==> src/rtl/fetch_pkg.sv <==
// Shared types and constants for the instruction fetch unit and its skid buffer.
package fetch_pkg;

  localparam int unsigned XLEN    = 32;
  localparam int unsigned COUNT_W = 2;
  localparam int unsigned DEPTH   = 2;

  localparam logic [1:0] MEM_IDLE  = 2'b00;
  localparam logic [1:0] MEM_BUSY  = 2'b01;
  localparam logic [1:0] MEM_VALID = 2'b10;

  localparam logic [XLEN-1:0] DEFAULT_RESET_PC = 32'hBFC0_0000;

  typedef struct packed {
    logic [XLEN-1:0] inst;
    logic [XLEN-1:0] pc;
  } fetch_entry_t;

  // Instruction addresses are word aligned; the low two bits are dropped.
  function automatic logic [XLEN-1:0] align_pc(input logic [XLEN-1:0] addr);
    return {addr[XLEN-1:2], 2'b00};
  endfunction

endpackage

==> src/rtl/fetch_skid_buffer.sv <==
// Two-entry in-order buffer of fetched {inst, pc} pairs feeding decode.
module fetch_skid_buffer
  import fetch_pkg::*;
(
  input  logic               clk,
  input  logic               rst,
  input  logic               push,
  input  fetch_entry_t       push_entry,
  input  logic               pop,
  input  logic               flush,
  output fetch_entry_t       head,
  output logic               head_valid,
  output logic [COUNT_W-1:0] count
);

  fetch_entry_t       entry0_q, entry0_d;
  fetch_entry_t       entry1_q, entry1_d;
  logic [COUNT_W-1:0] count_q, count_d;
  logic               valid_q, valid_d;
  logic               push_ok, pop_ok;

  assign push_ok = push && (count_q != COUNT_W'(DEPTH));
  assign pop_ok  = pop && (count_q != '0);

  // Next-state: flush wins, otherwise shift on pop and append behind survivors.
  always_comb begin
    entry0_d = entry0_q;
    entry1_d = entry1_q;
    count_d  = count_q;
    if (flush) begin
      entry0_d = '0;
      entry1_d = '0;
      count_d  = '0;
    end else begin
      case ({push_ok, pop_ok})
        2'b10: begin
          if (count_q == '0) entry0_d = push_entry;
          else               entry1_d = push_entry;
          count_d = count_q + COUNT_W'(1);
        end
        2'b01: begin
          entry0_d = entry1_q;
          entry1_d = '0;
          count_d  = count_q - COUNT_W'(1);
        end
        2'b11: begin
          if (count_q == COUNT_W'(DEPTH)) begin
            entry0_d = entry1_q;
            entry1_d = push_entry;
          end else begin
            entry0_d = push_entry;
          end
        end
        default: ;
      endcase
    end
    valid_d = (count_d != '0);
  end

  always_ff @(posedge clk or negedge rst) begin
    if (!rst) begin
      entry0_q <= '0;
      entry1_q <= '0;
      count_q  <= '0;
      valid_q  <= 1'b0;
    end else begin
      entry0_q <= entry0_d;
      entry1_q <= entry1_d;
      count_q  <= count_d;
      valid_q  <= valid_d;
    end
  end

  assign head       = entry0_q;
  assign head_valid = valid_q;
  assign count      = count_q;

endmodule

==> src/rtl/inst_fetch_unit.sv <==
// Fetch PC owner: issues addresses to instruction memory, buffers returned words
// for decode and aborts the in-flight access on redirect or a full buffer.
module inst_fetch_unit
  import fetch_pkg::*;
#(
  parameter logic [XLEN-1:0] RESET_PC = DEFAULT_RESET_PC
) (
  input  logic            clk,
  input  logic            rst,
  output logic [XLEN-1:0] mem_addr,
  output logic            mem_abort,
  input  logic [XLEN-1:0] mem_r_data,
  input  logic [1:0]      mem_r_data_status,
  input  logic            redirect_valid,
  input  logic [XLEN-1:0] redirect_pc,
  input  logic            de_ready,
  output logic            if_valid,
  output logic [XLEN-1:0] if_inst,
  output logic [XLEN-1:0] if_pc
);

  logic [XLEN-1:0]    pc_q, pc_d;
  logic [COUNT_W-1:0] count;
  logic               buf_full;
  logic               push, pop;
  fetch_entry_t       push_entry;
  fetch_entry_t       head;

  assign buf_full = (count == COUNT_W'(DEPTH));

  // Abort must act in the same cycle, so it is decoded directly from its causes.
  assign mem_abort = !rst || redirect_valid || buf_full;
  assign mem_addr  = pc_q;

  // Status 11 is not MEM_VALID and therefore behaves as busy.
  assign push = (mem_r_data_status == MEM_VALID) && !redirect_valid && !buf_full;
  assign pop  = if_valid && de_ready && !redirect_valid;

  assign push_entry = '{inst: mem_r_data, pc: pc_q};

  always_comb begin
    pc_d = pc_q;
    if (redirect_valid) pc_d = align_pc(redirect_pc);
    else if (push)      pc_d = pc_q + XLEN'(4);
  end

  always_ff @(posedge clk or negedge rst) begin
    if (!rst) pc_q <= RESET_PC;
    else      pc_q <= pc_d;
  end

  fetch_skid_buffer u_buf (
    .clk        (clk),
    .rst        (rst),
    .push       (push),
    .push_entry (push_entry),
    .pop        (pop),
    .flush      (redirect_valid),
    .head       (head),
    .head_valid (if_valid),
    .count      (count)
  );

  assign if_inst = head.inst;
  assign if_pc   = head.pc;

endmodule

==> config.mk <==
export PLATFORM = sky130hd
export DESIGN_NAME = inst_fetch_unit
export DESIGN_NICKNAME = d
export VERILOG_FILES = /design/src/rtl/fetch_pkg.sv /design/src/rtl/fetch_skid_buffer.sv /design/src/rtl/inst_fetch_unit.sv
export SDC_FILE = /design/constraint.sdc
export NUM_CORES = 1
export LEC_CHECK = 0
export BUFFER_PORTS_ARGS = -buffer_cell sky130_fd_sc_hd__buf_2
export CORE_MARGIN = 2
export CORE_UTILIZATION = 25
export CTS_BUF_LIST = sky130_fd_sc_hd__clkbuf_4 sky130_fd_sc_hd__clkbuf_8 sky130_fd_sc_hd__clkbuf_16
export DETAILED_ROUTE_END_ITERATION = 8
export PLACE_DENSITY = 0.51
export SETUP_SLACK_MARGIN = 0.2
export SLEW_MARGIN = 20
export SYNTH_ARGS = -nofsm -noshare
export SYNTH_HDL_FRONTEND = slang
export SYNTH_SLANG_ARGS = --single-unit
export TNS_END_PERCENT = 50
==> constraint.sdc <==
create_clock -name clk -period 2.3 [get_ports clk]
set_input_delay 0.345 -clock clk [delete_from_list [all_inputs] [get_ports clk]]
set_output_delay 0.345 -clock clk [all_outputs]
set_load 0.005 [all_outputs]
## Yosys cells after proc, flatten, opt, wreduce, memory -nomap -nowiden

Cells that the tools add are included.

- Memories: 0
- Bits in read-only memories: 0
- RAM bits: 0
- Flip-flop bits (word level): 163
- Bits of input ports: 70
- Word-level logic and storage cells: 49
- Bits in latches: 0
- Output and inout bits: 98

- Muxes and demuxes: 12
- Magnitude comparators: 0
- Div/mod/pow operators: 0
- Equal/unequal tests: 9
- Reduce and logical (&&, ||, !) cells: 18
- Bitwise operators: 0
- Shift-type cells: 0
- $mul: 0
- Add/sub/neg operators: 3

Operators with widths:

| operator | number |
|---|---|
| two-way mux 64 bit | 6 |
| case mux 64 bit (3 select lines) | 2 |
| two-way mux 32 bit | 2 |
| adder 32 x 3 -> 32 bit (second input constant) | 1 |
| == test 2 bit (second input constant) | 4 |
| logical AND 1 bit | 6 |
| inequality test 3 bit (second input constant) | 2 |
| nonzero test 2 bit | 3 |
| case mux 2 bit (2 select lines) | 1 |
| nonzero test 4 bit | 1 |
| zero test 1 bit | 3 |
| inequality test 3 x 2 -> 1 bit (second input constant) | 1 |
| AND reduction 3 bit | 1 |
| adder 2 x 1 -> 2 bit (second input constant) | 1 |
| == test 2 x 1 -> 1 bit (second input constant) | 1 |
| zero test 2 bit | 1 |
| logical OR 1 bit | 2 |
| two-way mux 2 bit | 1 |
| inequality test 2 bit (second input constant) | 1 |
| AND reduction 2 bit | 1 |
| subtractor 2 x 1 -> 2 bit (second input constant) | 1 |

## Longest topological paths before layout

Gate-level depths: netlist of the first run.

- Depth after elaboration: 8
- Mapped depth: 13

## By module

From an unflattened synthesis of the first run, not the netlist that was laid out.

- Cell total of the unflattened synthesis: 794
- Area, all modules: 8501.9 um2

By module, submodules not included:

| module | instances | cells an instance | seq. area each (um2) | area each (um2) |
|---|---|---|---|---|
| fetch_skid_buffer | 1 | 595 | 3278.1 | 6722.7 |
| inst_fetch_unit | 1 | 199 | 762.0 | 1779.2 |

## Worst setup path before layout of the first run

Ideal clock, no wire load.

- Path type: flip-flop to flip-flop
- Start: register u_buf.count_q[0] (netlist: u_buf.count[0])
- End: register u_buf.entry1_q[26] (netlist bit)
- Path buffers: 4
- Arrival: 2.430 ns
- Setup time: 0.083 ns
- Clock period less this slack: 2.513 ns
- Cell stages (with the launch flop): 13
- Setup slack: -0.213 ns
- Path through: dfrtp_1 > buf_4 > nor2b_1 > or3_1 > inv_1 > buf_4 > ha_1 > nand2b_1 > a31oi_1 > buf_2 > buf_2 > nand2_1 > o21ai_0

- Word-level cells in the longest chain between the ends: 7
- Elaborated cells on any way between the ends: 17
- Classes of those cells: eq/ne (7); mux (2); reduce/logical (8)

Ends and longest elaborated chain:

| what | RTL line | source |
|---|---|---|
| from (decl) | fetch_skid_buffer.sv:18 | `logic [COUNT_W-1:0] count_q, count_d;` |
| from (signal assigned) | fetch_skid_buffer.sv:69 | `count_q <= count_d;` |
| == test 2 bit | fetch_skid_buffer.sv:47, inst_fetch_unit.sv:29 |  |
| zero test 1 bit | inst_fetch_unit.sv:36 | `assign push = (mem_r_data_status == MEM_VALID) && !redirect_valid && !buf_full;` |
| logical AND 1 bit | inst_fetch_unit.sv:36 |  |
| logical AND 1 bit | fetch_skid_buffer.sv:22 | `assign push_ok = push && (count_q != COUNT_W'(DEPTH));` |
| == test 2 bit or == test 2 x 1 -> 1 bit (tied branches) | fetch_skid_buffer.sv:35 | `case ({push_ok, pop_ok})` |
| inequality test 3 bit (no source line) (tied with other cells) | n/a |  |
| AND reduction 3 bit (no source line) or two-way mux 64 bit (tied branches) | n/a |  |
| to (signal assigned) | fetch_skid_buffer.sv:68 | `entry1_q <= entry1_d;` |
| to (decl) | fetch_skid_buffer.sv:17 | `fetch_entry_t entry1_q, entry1_d;` |

Parallel ways exist; a longest one is shown, timed or not.
A chain may end at the register's enable or synchronous reset.

## Worst setup path in the final report of the first run

- Start: register u_buf.count_q[1] (netlist: u_buf.count[1])
- End: register u_buf.entry1_q[16] (netlist bit)

Same word-level chain as after synthesis.

==> summary.md, run 1 <==
| Metric | Value |
|---|---|
| CTS tree | `built` |
| Power per cell area | `732.2 nW/um2` |
| #FFs+latches synth | `159` |
| Cells after synthesis | `801` |
| Hpwl dp | `15720 um` |
| Internal power | `0.005440 W` |
| Total gr overflow | `0` |
| Power Total | `0.007459 W` |
| Async set or reset register ratio after synthesis | `1.000` |
| # nets final | `1062` |
| Drt via density | `4.832` |
| HP Start | `redirect_pc[11]` |
| R2R setup slack | `0.13 ns` |
| Main synth FF type | `dfrtp_1` |
| Vias in the first global route | `6431` |
| Worst Path Max Fanout | `11` |
| Clk buf depth | `2` |
| Worst EP arrival | `2.52 ns` |
| Worst-case reg-to-reg path depth | `11` |
| Layout cells sized above 1 | `0.3200` |
| Rel. slew slack | `0.6281` |
| Critical path, cell by cell | `nor2b_4 > or3_4 > inv_4 > ha_4 > nor2b_4 > o21bai_4 > a31oi_4 > buf_12 > clkbuf_16 > nand2_1 > o21ai_0` |
| # H-tree levels | `4` |
| Crit path time final | `2.173 ns` |
| Final WS setup | `0.1268 ns` |
| Largest stage delay, worst path | `0.41 ns` |
| Distinct cell type count after synthesis | `49` |
| DRT Pass-1 Iters | `5` |
| CP most frequent cell | `nor2b_4` |
| Synth top area share | `0.5112` |
| Row count | `62` |
| Height of the chip | `175.4 um` |
| Max Clock Skew | `0.01379 ns` |
| Fmax | `460.1 MHz` |
| DRC errors left | `0` |
| Clock Sinks | `159` |
| Worst Path Required | `2.65 ns` |
| Post-synth EDFFs | `0` |
| First-pass GRT wire length | `38070 um` |
| Pleak | `4.747 nW` |
| Number of port buffers | `163` |
| RSZ-0062 raised after global routing | `yes` |
| Reg power frac | `0.427` |
| Netlist Area Pre-Place | `7342 um2` |
| Final setup vio count | `0` |
| Post-route antenna net violation count | `0` |
| Status | `finished, final reports clean` |
| Logic pwr share | `0.128` |
| RePlAce Congestion | `0.8090` |
| Critical R2R Capture | `u_buf.entry1_q[16]` |
| Syn Area/Cell | `9.166 um2` |
| All-Layer GR Usage | `0.1596` |
| Reg-to-Reg Start | `u_buf.count[1]` |
| Worst-Margin Slew | `0.5579 ns` |
| Area Overhead vs Synth | `38.75%` |
| Via count | `6692` |
| Slowest CP cell | `dfrtp_1` |
| Switching share of power | `0.2706` |
| Final period util | `0.9449` |
| Initial Utilization | `0.2551` |
| Setup TNS | `0 ns` |
| Final wirelength | `25980 um` |
| Full die area | `30750 um2` |
| Most common cell after layout, fill and taps aside | `nand2_1` |
| Initial antenna violation count | `1` |
| Hold slack | `0.1157 ns` |
| Number of buffers created by CTS | `17` |
| Post-synthesis sequential area ratio | `0.5435` |
| CTS clk-pin slew, worst paths | `0.07 ns` |
| Cells on Worst Hold Path | `3` |
| Max rail drop VDD | `0.0003900 V` |
| Root Buffer | `clkbuf_16` |
| Syn. warnings | `0` |
| Worst skew pair latency | `0.43 ns` |
| Largest net degree at the start of global routing | `63` |
| Max-Cap Viols | `0` |
| Hold worst-path end | `mem_addr[11]` |
| Die Width | `175.4 um` |
| Crit. End Element | `flop` |
| Post-place setup slack | `0.01804 ns` |
| Largest area contributor in the netlist | `dfrtp_1` |
| Startpoint Class | `flop` |
| Core area | `28780 um2` |
| Switching pwr | `0.002018 W` |
| Final Hold Fails | `0` |
| Kind of critical path | `flop to flop` |
| Clock power share | `0.445` |
| Detailed Route Iter0 Violations | `452` |
| Hold Crit Class | `input pin to flop` |
| Wirelength per Cell | `18.75 um` |
| Main area contributors after synthesis | `dfrtp_1 51%, nand2_1 12%, o21ai_0 7.4%, a22oi_1 6.4%, dfstp_2 3.2%` |
| Highest-count cells in the layout ignoring fill and taps | `217 x nand2_1, 162 x buf_2, 149 x dfrtp_1` |
| Final Max Tran Viols | `0` |
| # IOs | `168` |
-- worst max-delay path by stage --
| stage | startpoint | to | slack [ns] | cells after the start |
|---|---|---|---|---|
| after CTS | u_buf.count[1] | u_buf.entry1_q[36] | 0.16 | 10 |
| final | u_buf.count[1] | u_buf.entry1_q[16] | 0.13 | 11 |
| after global placement | mem_r_data_status[0] | u_buf.entry1_q[8] | 0.04 | 10 |
| after global routing | u_buf.count[1] | u_buf.entry1_q[16] | 0.05 | 11 |
| after floorplan | u_buf.count[1] | u_buf.entry1_q[13] | 0.19 | 12 |
| after detailed placement | mem_r_data_status[0] | u_buf.entry1_q[2] | 0.02 | 10 |
-- cell usage after synthesis, drive strengths merged (2+ instances only) --
library cell and n:
o211ai 13, nor2 27, nand2 230, buf 29
a211o 3, a221o 4, a31oi 2, and3 4
a21oi 5, dfrtp 150, nor2b 2, o21ai 134
dfstp 9, nand4 17, ha 5, inv 8
a22oi 63, nor3 5, or3 4, nand2b 2
nand3 20, o311ai 13, xnor2 2, clkbuf 32
nor4 5, a32oi 2
-- cell type report --
cell class,count,area [um2]
timing repair buffer,227,1729
clock buffer,19,452.9
clock inverter,13,222.7
tap,384,480.5
inverter,8,32.53
fill,2968,18590
multi-input combinational,574,3276
sequential,159,3991
antenna,1,2.502
-- sequential cells by signal, summed over array words and instances (netlist names) --
signal,flops
u_buf.head_valid,1
u_buf.entry1_q,63
u_buf.count,2
u_buf.head,63
mem_addr,30
-- through the flow --
step                  util  area (um2)  instances
global route        0.3540       10190       1385
floorplan                -        7511        802
CTS                 0.3374        9711       1366
global placement    0.3089        8891       1327
detailed placement  0.3089        8891       1327
finish              0.3540       10190       1385
-- layer usage --
metal,global-route usage,vias to the layer above,part of all wire
li1,-,3200,-
met1,0.2261,3258,0.47
met2,0.2416,210,0.45
met3,0.04156,24,0.062
met4,0.04063,0,0.013
met5,0,-,0
-- power by group through the flow --
stage	combinational (W)	sequential (W)	clock, W
2_1_floorplan	0.000420	0.00318	0
3_3_place_gp	0.000792	0.00322	0
3_5_place_dp	0.000798	0.00323	0
4_1_cts	0.000847	0.00317	0.00340
5_1_grt	0.00106	0.00322	0.00352
6_report	0.000957	0.00319	0.00332
-- repair_timing --
action | 4_1_cts | 5_1_grt
endpoints found under the hold margin | 23 | 0
pin swaps | 3 | 13
resized for setup | 11 | 48
gates cloned | 2 | 13
setup endpoints to repair | 127 | 132
buffers inserted | 4 | 5
hold buffers | 1 | 0
-- critical path: cells and delay by family (launching register included) --
| family | cells | cell delay (ns) |
|---|---|---|
| AOI/OAI and AO/OA | 3 | 0.35 |
| DFF | 1 | 0.41 |
| and+or+nand+nor | 4 | 0.69 |
| adders and majority gates | 1 | 0.12 |
| buffers and inverters | 3 | 0.51 |
-- logic make-up (layout without fill, tap and decap cells) --
| family | count (synthesis) | count (layout) | share of synthesized area |
|---|---|---|---|
| other cells | 1 | 3 | 0.0005108 |
| buf+inv | 69 | 267 | 0.04226 |
| fa+ha+maj | 5 | 5 | 0.008521 |
| flops | 159 | 159 | 0.5435 |
| compound gates | 244 | 244 | 0.2071 |
| xor+xnor | 3 | 3 | 0.003579 |
| simple gates | 320 | 320 | 0.1946 |
Note: power is estimated with default switching activity, not from simulation.
==> run 2, diff against run 1 <==
BUFFER_PORTS_ARGS = not set   (was -buffer_cell sky130_fd_sc_hd__buf_2)
DONT_BUFFER_PORTS = 1   (was not set)
PLACE_DENSITY = 0.46   (was 0.51)
SKIP_LAST_GASP = 1   (was not set)
==> run 2 against run 1 <==
Compared with the run above: critical endpoint is now u_buf.entry1_q[14]; hold slack worse by 0.50 ns; the run now ends with hold timing left; clock-buffer cell count shrank 2; wire length grew 3.4%; clock power decreased by 11%; first-iteration DRC count grew 7.1%; die area is the same; cell count down 11%; non-clock buffer count decreased by 158.
==> summary.md, run 2 (synthesis results as in run 1) <==
| Metric | Value |
|---|---|
| Met2 routed wirelength | `12420 um (+6.1%)` |
| CTS clk-pin slew, worst paths | `0.07 ns (about the same)` |
| Fill cells | `2989 (+0.71%)` |
| Full die area | `30750 um2 (unchanged)` |
| Detailed Route Iter0 Violations | `484 (+7.1%)` |
| Hpwl dp | `14860 um (-5.5%)` |
| Hold slack | `-0.3801 ns (-0.4958 ns)` |
| Post-route antenna net violation count | `0 (unchanged)` |
| Number of buffers created by CTS | `17 (unchanged)` |
| Crit. End Element | `flop` |
| Layout cells sized above 1 | `0.1829 (-0.1371)` |
| Height of the chip | `175.4 um (unchanged)` |
| Post-Layout Cell Count | `1226 (-11%)` |
| RePlAce Congestion | `0.7704 (-4.8%)` |
| Root Buffer | `clkbuf_16` |
| Worst Path Max Fanout | `13 (+2)` |
| First-pass GRT wire length | `38870 um (+2.1%)` |
| Clock power share | `0.431 (-0.014)` |
| Worst skew pair latency | `0.43 ns (about the same)` |
| Reg-to-Reg Start | `u_buf.count[0]` |
| Most common cell after layout, fill and taps aside | `nand2_1` |
| Failing checks | `hold timing` |
| Setup TNS | `0 ns (unchanged)` |
| DRC errors left | `0 (unchanged)` |
| Final setup vio count | `0 (unchanged)` |
| Final wirelength | `26860 um (+3.4%)` |
| Total gr overflow | `0 (unchanged)` |
| Startpoint Class | `flop` |
| Max Clock Skew | `0.01380 ns (+0.00001230 ns)` |
| Vias in the first global route | `5969 (-7.2%)` |
| Met3 wire length | `1996 um (+25%)` |
| Worst EP arrival | `2.50 ns (-0.02 ns)` |
| Kind of critical path | `flop to flop` |
| Crit path launch | `u_buf.count[0]` |
| Status | `complete, but fails checks` |
| Logic pwr share | `0.100 (-0.028)` |
| Met1 WL | `12200 um (-0.99%)` |
| Clock Sinks | `159 (unchanged)` |
| Core area | `28780 um2 (unchanged)` |
| Row count | `62 (unchanged)` |
| Fmax | `455.3 MHz (-1.0%)` |
| Worst-Margin Slew | `0.5106 ns (-0.04730 ns)` |
| Top routing layer used | `met4` |
| Reg power frac | `0.469 (+0.042)` |
| Hold-fix buffers, CTS | `5 (+4)` |
| RSZ-0062 raised after global routing | `yes` |
| Power Total | `0.006822 W (-8.5%)` |
| Design area | `9271 um2 (-9.0%)` |
| Highest-count cells in the layout ignoring fill and taps | `225 x nand2_1, 150 x dfrtp_1, 69 x o21ai_0` |
| Initial antenna violation count | `0 (-1)` |
| Hold Crit Class | `input pin to async pin` |
| Max rail drop VDD | `0.0004044 V (+3.7%)` |
| Area Overhead vs Synth | `26.28%` |
| Final Hold Fails | `159 (+159)` |
| Die Width | `175.4 um (unchanged)` |
| Switching pwr | `0.001886 W (-6.6%)` |
| Clk buf depth | `2 (unchanged)` |
| Power per cell area | `735.9 nW/um2 (+0.50%)` |
| Pleak | `3.881 nW (-18%)` |
| Internal power | `0.004936 W (-9.3%)` |
| # IOs | `168 (unchanged)` |
| Antenna Cells | `0 (-1)` |
| CTS tree | `built` |
| Largest net degree at the start of global routing | `161 (+160%)` |
| Switching share of power | `0.2764 (+0.005840)` |
| Final Max Tran Viols | `0 (unchanged)` |
| Final period util | `0.9549 (+0.01002)` |
| All-Layer GR Usage | `0.1663 (+0.006701)` |
| Initial Utilization | `0.2551 (unchanged)` |
| Wirelength per Cell | `21.91 um (+17%)` |
| Rel. slew slack | `0.6570 (+0.02898)` |
| # nets final | `904 (-15%)` |
| Final Util | `0.3221 (-0.03182)` |
| Crit path time final | `2.196 ns (+0.02304 ns)` |
| Dpl cell area | `8024 um2 (-9.8%)` |
| DRT Pass-1 Iters | `5 (unchanged)` |
| Placed Instances | `1163 (-12%)` |
| Worst Path Required | `2.61 ns (-0.04 ns)` |
| Drt via density | `5.024 (+4.0%)` |
| Via count | `6160 (-7.9%)` |
| Number of port buffers | `0 (-100%)` |
| Max-Cap Viols | `0 (unchanged)` |
| # H-tree levels | `4 (unchanged)` |
==> run 2: power by group through the flow <==
stage / clock [W] / combinational (W) / sequential (W)
after floorplan: 0 / 0.000420 / 0.00318
final: 0.00294 / 0.000684 / 0.00320
after detailed placement: 0 / 0.000567 / 0.00324
after global placement: 0 / 0.000560 / 0.00324
after global routing: 0.00317 / 0.000764 / 0.00323
after CTS: 0.00304 / 0.000640 / 0.00319
==> run 2: layout make-up <==
class,instances,area [um2],area share
sequential,159,3990,0.4304
clock buffer,17,425.4,0.04588
clock inverter,15,168.9,0.01822
tap,384,480.5,0.05182
timing repair buffer,69,920.9,0.09933
inverter,8,37.54,0.004049
multi-input combinational,574,3248,0.3503
==> run 2: final timing paths <==
kind	end	slack (ns)	cells past startpoint
max	u_buf.entry1_q[14]	0.10	10
min	u_buf.head[50]	-0.38	0
max reg2reg	u_buf.entry1_q[14]	0.10	10
min reg2reg	u_buf.entry1_q[40]	0.48	2
max in group asynchronous	u_buf.entry1_q[60]	2.30	0
min in group clk	mem_addr[30]	0.03	2
==> run 2: timing repair <==
item                       4_1_cts  5_1_grt
setup endpoints to repair      122      132
buffers inserted                 5        7
cloned                           6        8
resized for setup               17       36
pin swaps                        4        4
hold endpoints to repair       164      159
==> run 2: metrics by stage <==
stage          setup WS (ns)  hold WS [ns]
6_report              0.1037       -0.3801
5_1_grt              0.01644       -0.4232
4_1_cts               0.1169       -0.4158
2_1_floorplan         0.1939       0.04941
3_3_place_gp          0.1316       0.05739
3_5_place_dp          0.1109       0.05874
==> run 2: routing by layer <==
layer | global-route usage | up-vias
li1 | - | 2900
met1 | 0.2221 | 3048
met2 | 0.2597 | 192
met3 | 0.05693 | 20
met4 | 0.03750 | 0
met5 | 0 | -
==> run 2: critical path, stage by stage, from the launching register on <==
cell       delay [ns]
dfrtp_1          0.42
nor2_1           0.06
or3_4            0.43
ha_4             0.17
nor2b_1          0.12
o21bai_1         0.21
a31oi_4          0.13
buf_4            0.19
clkbuf_16        0.20
nand2_1          0.07
o21ai_0          0.08
==> run 3, diff against run 2 <==
CORE_UTILIZATION = 55   (was 25)
PLACE_DENSITY = 0.79   (was 0.46)
==> run 3 against run 2 <==
Compared with the run above: the run still ends with hold timing left; clock-buffer cell count increased by 5; utilization increased by 34 points; global-route usage increased by 12 points; fmax decreased by 1.4%; register-to-register slack got worse by 0.03 ns; sequential share of layout area increased by 2.6 points; sequential power about the same; clock power decreased by 2%; hold slack improved by 0.0048 ns; wire length decreased by 22%; first-iteration DRC count increased by 22%; non-clock buffer count decreased by 23; critical endpoint is now u_buf.entry1_q[63]; highest routed layer unchanged.
==> summary.md, run 3 (synthesis results as in run 1) <==
| Metric | Value |
|---|---|
| Largest net degree at the start of global routing | `161 (unchanged)` |
| Critical path, cell by cell | `buf_12 > nor2b_4 > or3_4 > inv_4 > ha_4 > nor2b_4 > o21bai_4 > a31oi_4 > buf_8 > clkbuf_16 > o21ai_0` |
| Max Clock Skew | `0.01094 ns (-0.002864 ns)` |
| Layout cells sized above 1 | `0.1551 (-0.02783)` |
| Root Buffer | `clkbuf_16` |
| Worst Path Max Fanout | `9 (-4)` |
| Drt via density | `6.322 (+26%)` |
| Crit path time final | `2.227 ns (+0.03080 ns)` |
| Worst-Margin Slew | `0.5933 ns (+0.08265 ns)` |
| Clock Sinks | `159 (unchanged)` |
| Initial antenna violation count | `0 (unchanged)` |
| Final setup vio count | `0 (unchanged)` |
| Worst Path Required | `2.59 ns (-0.02 ns)` |
| CP most frequent cell | `nor2b_4` |
| Slowest CP cell | `dfrtp_2` |
| Row count | `42 (-32%)` |
| Post-route antenna net violation count | `0 (unchanged)` |
| Worst EP arrival | `2.52 ns (+0.02 ns)` |
| Final Hold Fails | `153 (-3.8%)` |
| Max-Cap Viols | `0 (unchanged)` |
| Highest-count cells in the layout ignoring fill and taps | `222 x nand2_1, 149 x dfrtp_1, 75 x o21ai_0` |
| Worst skew pair latency | `0.42 ns (about the same)` |
| Vias in the first global route | `6230 (+4.4%)` |
| Largest stage delay, worst path | `0.39 ns (-0.04 ns)` |
| Full die area | `14290 um2 (-54%)` |
| RSZ-0062 raised after global routing | `yes` |
| DRC errors left | `0 (unchanged)` |
| Final wirelength | `20840 um (-22%)` |
| Failing checks | `hold timing` |
| # IOs | `168 (unchanged)` |
| Total gr overflow | `0 (unchanged)` |
| Final Max Tran Viols | `0 (unchanged)` |
| Dpl cell area | `7706 um2 (-4.0%)` |
| Core area | `13140 um2 (-54%)` |
| Die Width | `119.5 um (-32%)` |
| Clk buf depth | `2 (unchanged)` |
| Final Util | `0.6651 (+0.3430)` |
| Most common cell after layout, fill and taps aside | `nand2_1` |
| Fmax | `449.0 MHz (-1.4%)` |
| Status | `complete, but fails checks` |
| All-Layer GR Usage | `0.2902 (+0.1240)` |
| Setup TNS | `0 ns (unchanged)` |
| Number of buffers created by CTS | `17 (unchanged)` |
| R2R setup slack | `0.07 ns (-0.03 ns)` |
| Final period util | `0.9683 (+0.01339)` |
| Max rail drop VDD | `0.0004657 V (+15%)` |
| Pleak | `3.769 nW (-2.9%)` |
| Number of port buffers | `0 (unchanged)` |
| Final WS setup | `0.07294 ns (-0.03080 ns)` |
| Startpoint Class | `flop` |
| Wirelength per Cell | `20.95 um (-4.4%)` |
| Crit. End Element | `flop` |
| Antenna Cells | `0 (unchanged)` |
| Rel. slew slack | `0.6003 (-0.05673)` |
| Initial Utilization | `0.5589 (+0.3037)` |
| Kind of critical path | `flop to flop` |
| Via count | `6290 (+2.1%)` |
| First-pass GRT wire length | `32510 um (-16%)` |
| RePlAce Congestion | `0.8642 (+12%)` |
| Design area | `8738 um2 (-5.7%)` |
| CTS tree | `built` |
| Hold slack | `-0.3753 ns (+0.004799 ns)` |
| # H-tree levels | `4 (unchanged)` |
| DRT Pass-1 Iters | `5 (unchanged)` |
| Area Overhead vs Synth | `19.02%` |
| Hpwl dp | `12690 um (-15%)` |
| # nets final | `881 (-2.5%)` |
| Power per cell area | `770.6 nW/um2 (+4.7%)` |
| Hold Crit Class | `input pin to async pin` |
| CTS clk-pin slew, worst paths | `0.06 ns (about the same)` |
| Height of the chip | `119.5 um (-32%)` |
| Hold-fix buffers, CTS | `1 (-4)` |
| Post-place setup slack | `0.05895 ns (-0.05198 ns)` |
| Detailed Route Iter0 Violations | `592 (+22%)` |
-- run 3: critical path: cells and delay by family (launching register included) --
family          cells  cell delay (ns)
compound gates      3             0.44
buf+inv             4             0.60
fa+ha+maj           1             0.12
flops               1             0.39
simple gates        3             0.54
-- run 3: final timing paths --
kind	from	end	depth (start not counted)
hold / removal	rst	u_buf.head[52]	0
hold reg to reg	u_buf.entry1_q[26]	u_buf.entry1_q[26]	2
min in group clk	redirect_pc[28]	mem_addr[28]	2
max in group asynchronous	rst	mem_addr[28]	0
setup reg to reg	u_buf.count[0]	u_buf.entry1_q[63]	11
setup / recovery	u_buf.count[0]	u_buf.entry1_q[63]	11
-- run 3: what timing repair did --
action	in CTS	in global routing
gates resized for setup	22	13
cloned	6	5
endpoints found under the setup margin	121	132
setup buffers	5	2
pin swaps	3	1
endpoints found under the hold margin	162	159
-- run 3: routing by layer --
metal / vias up / routed length (um) / GRT usage
met2: 321 / 10180 / 0.4836
li1: 2846 / - / -
met1: 3075 / 8064 / 0.3575
met3: 48 / 2030 / 0.09030
met4: 0 / 569 / 0.1044
met5: - / 0 / 0
-- run 3: metrics by stage --
| stage | cells | power, W |
|---|---|---|
| after detailed placement | 944 | 0.003764 |
| final | 995 | 0.006734 |
| after floorplan | 802 | 0.003605 |
| after global placement | 944 | 0.003721 |
| after CTS | 988 | 0.006719 |
| after global routing | 995 | 0.006981 |
-- run 3: where the power goes --
part / switching (W) / internal [W] / leakage, nW / total (W)
logic: 0.000348 / 0.000293 / 1.39 / 0.000640
registers: 0.000213 / 0.00300 / 2.08 / 0.00321
clock network: 0.00110 / 0.00178 / 0.294 / 0.00288
total: 0.00166 / 0.00507 / 3.77 / 0.00673
-- run 3: area by class of cell --
cell class,count,area (um2)
Fill cell,1019,4399
Sequential cell,159,3991
Multi-Input combinational cell,574,3196
Timing Repair Buffer,46,693.2
Clock buffer,22,469.2
Tap cell,176,220.2
Clock inverter,10,136.4
Inverter,8,32.53
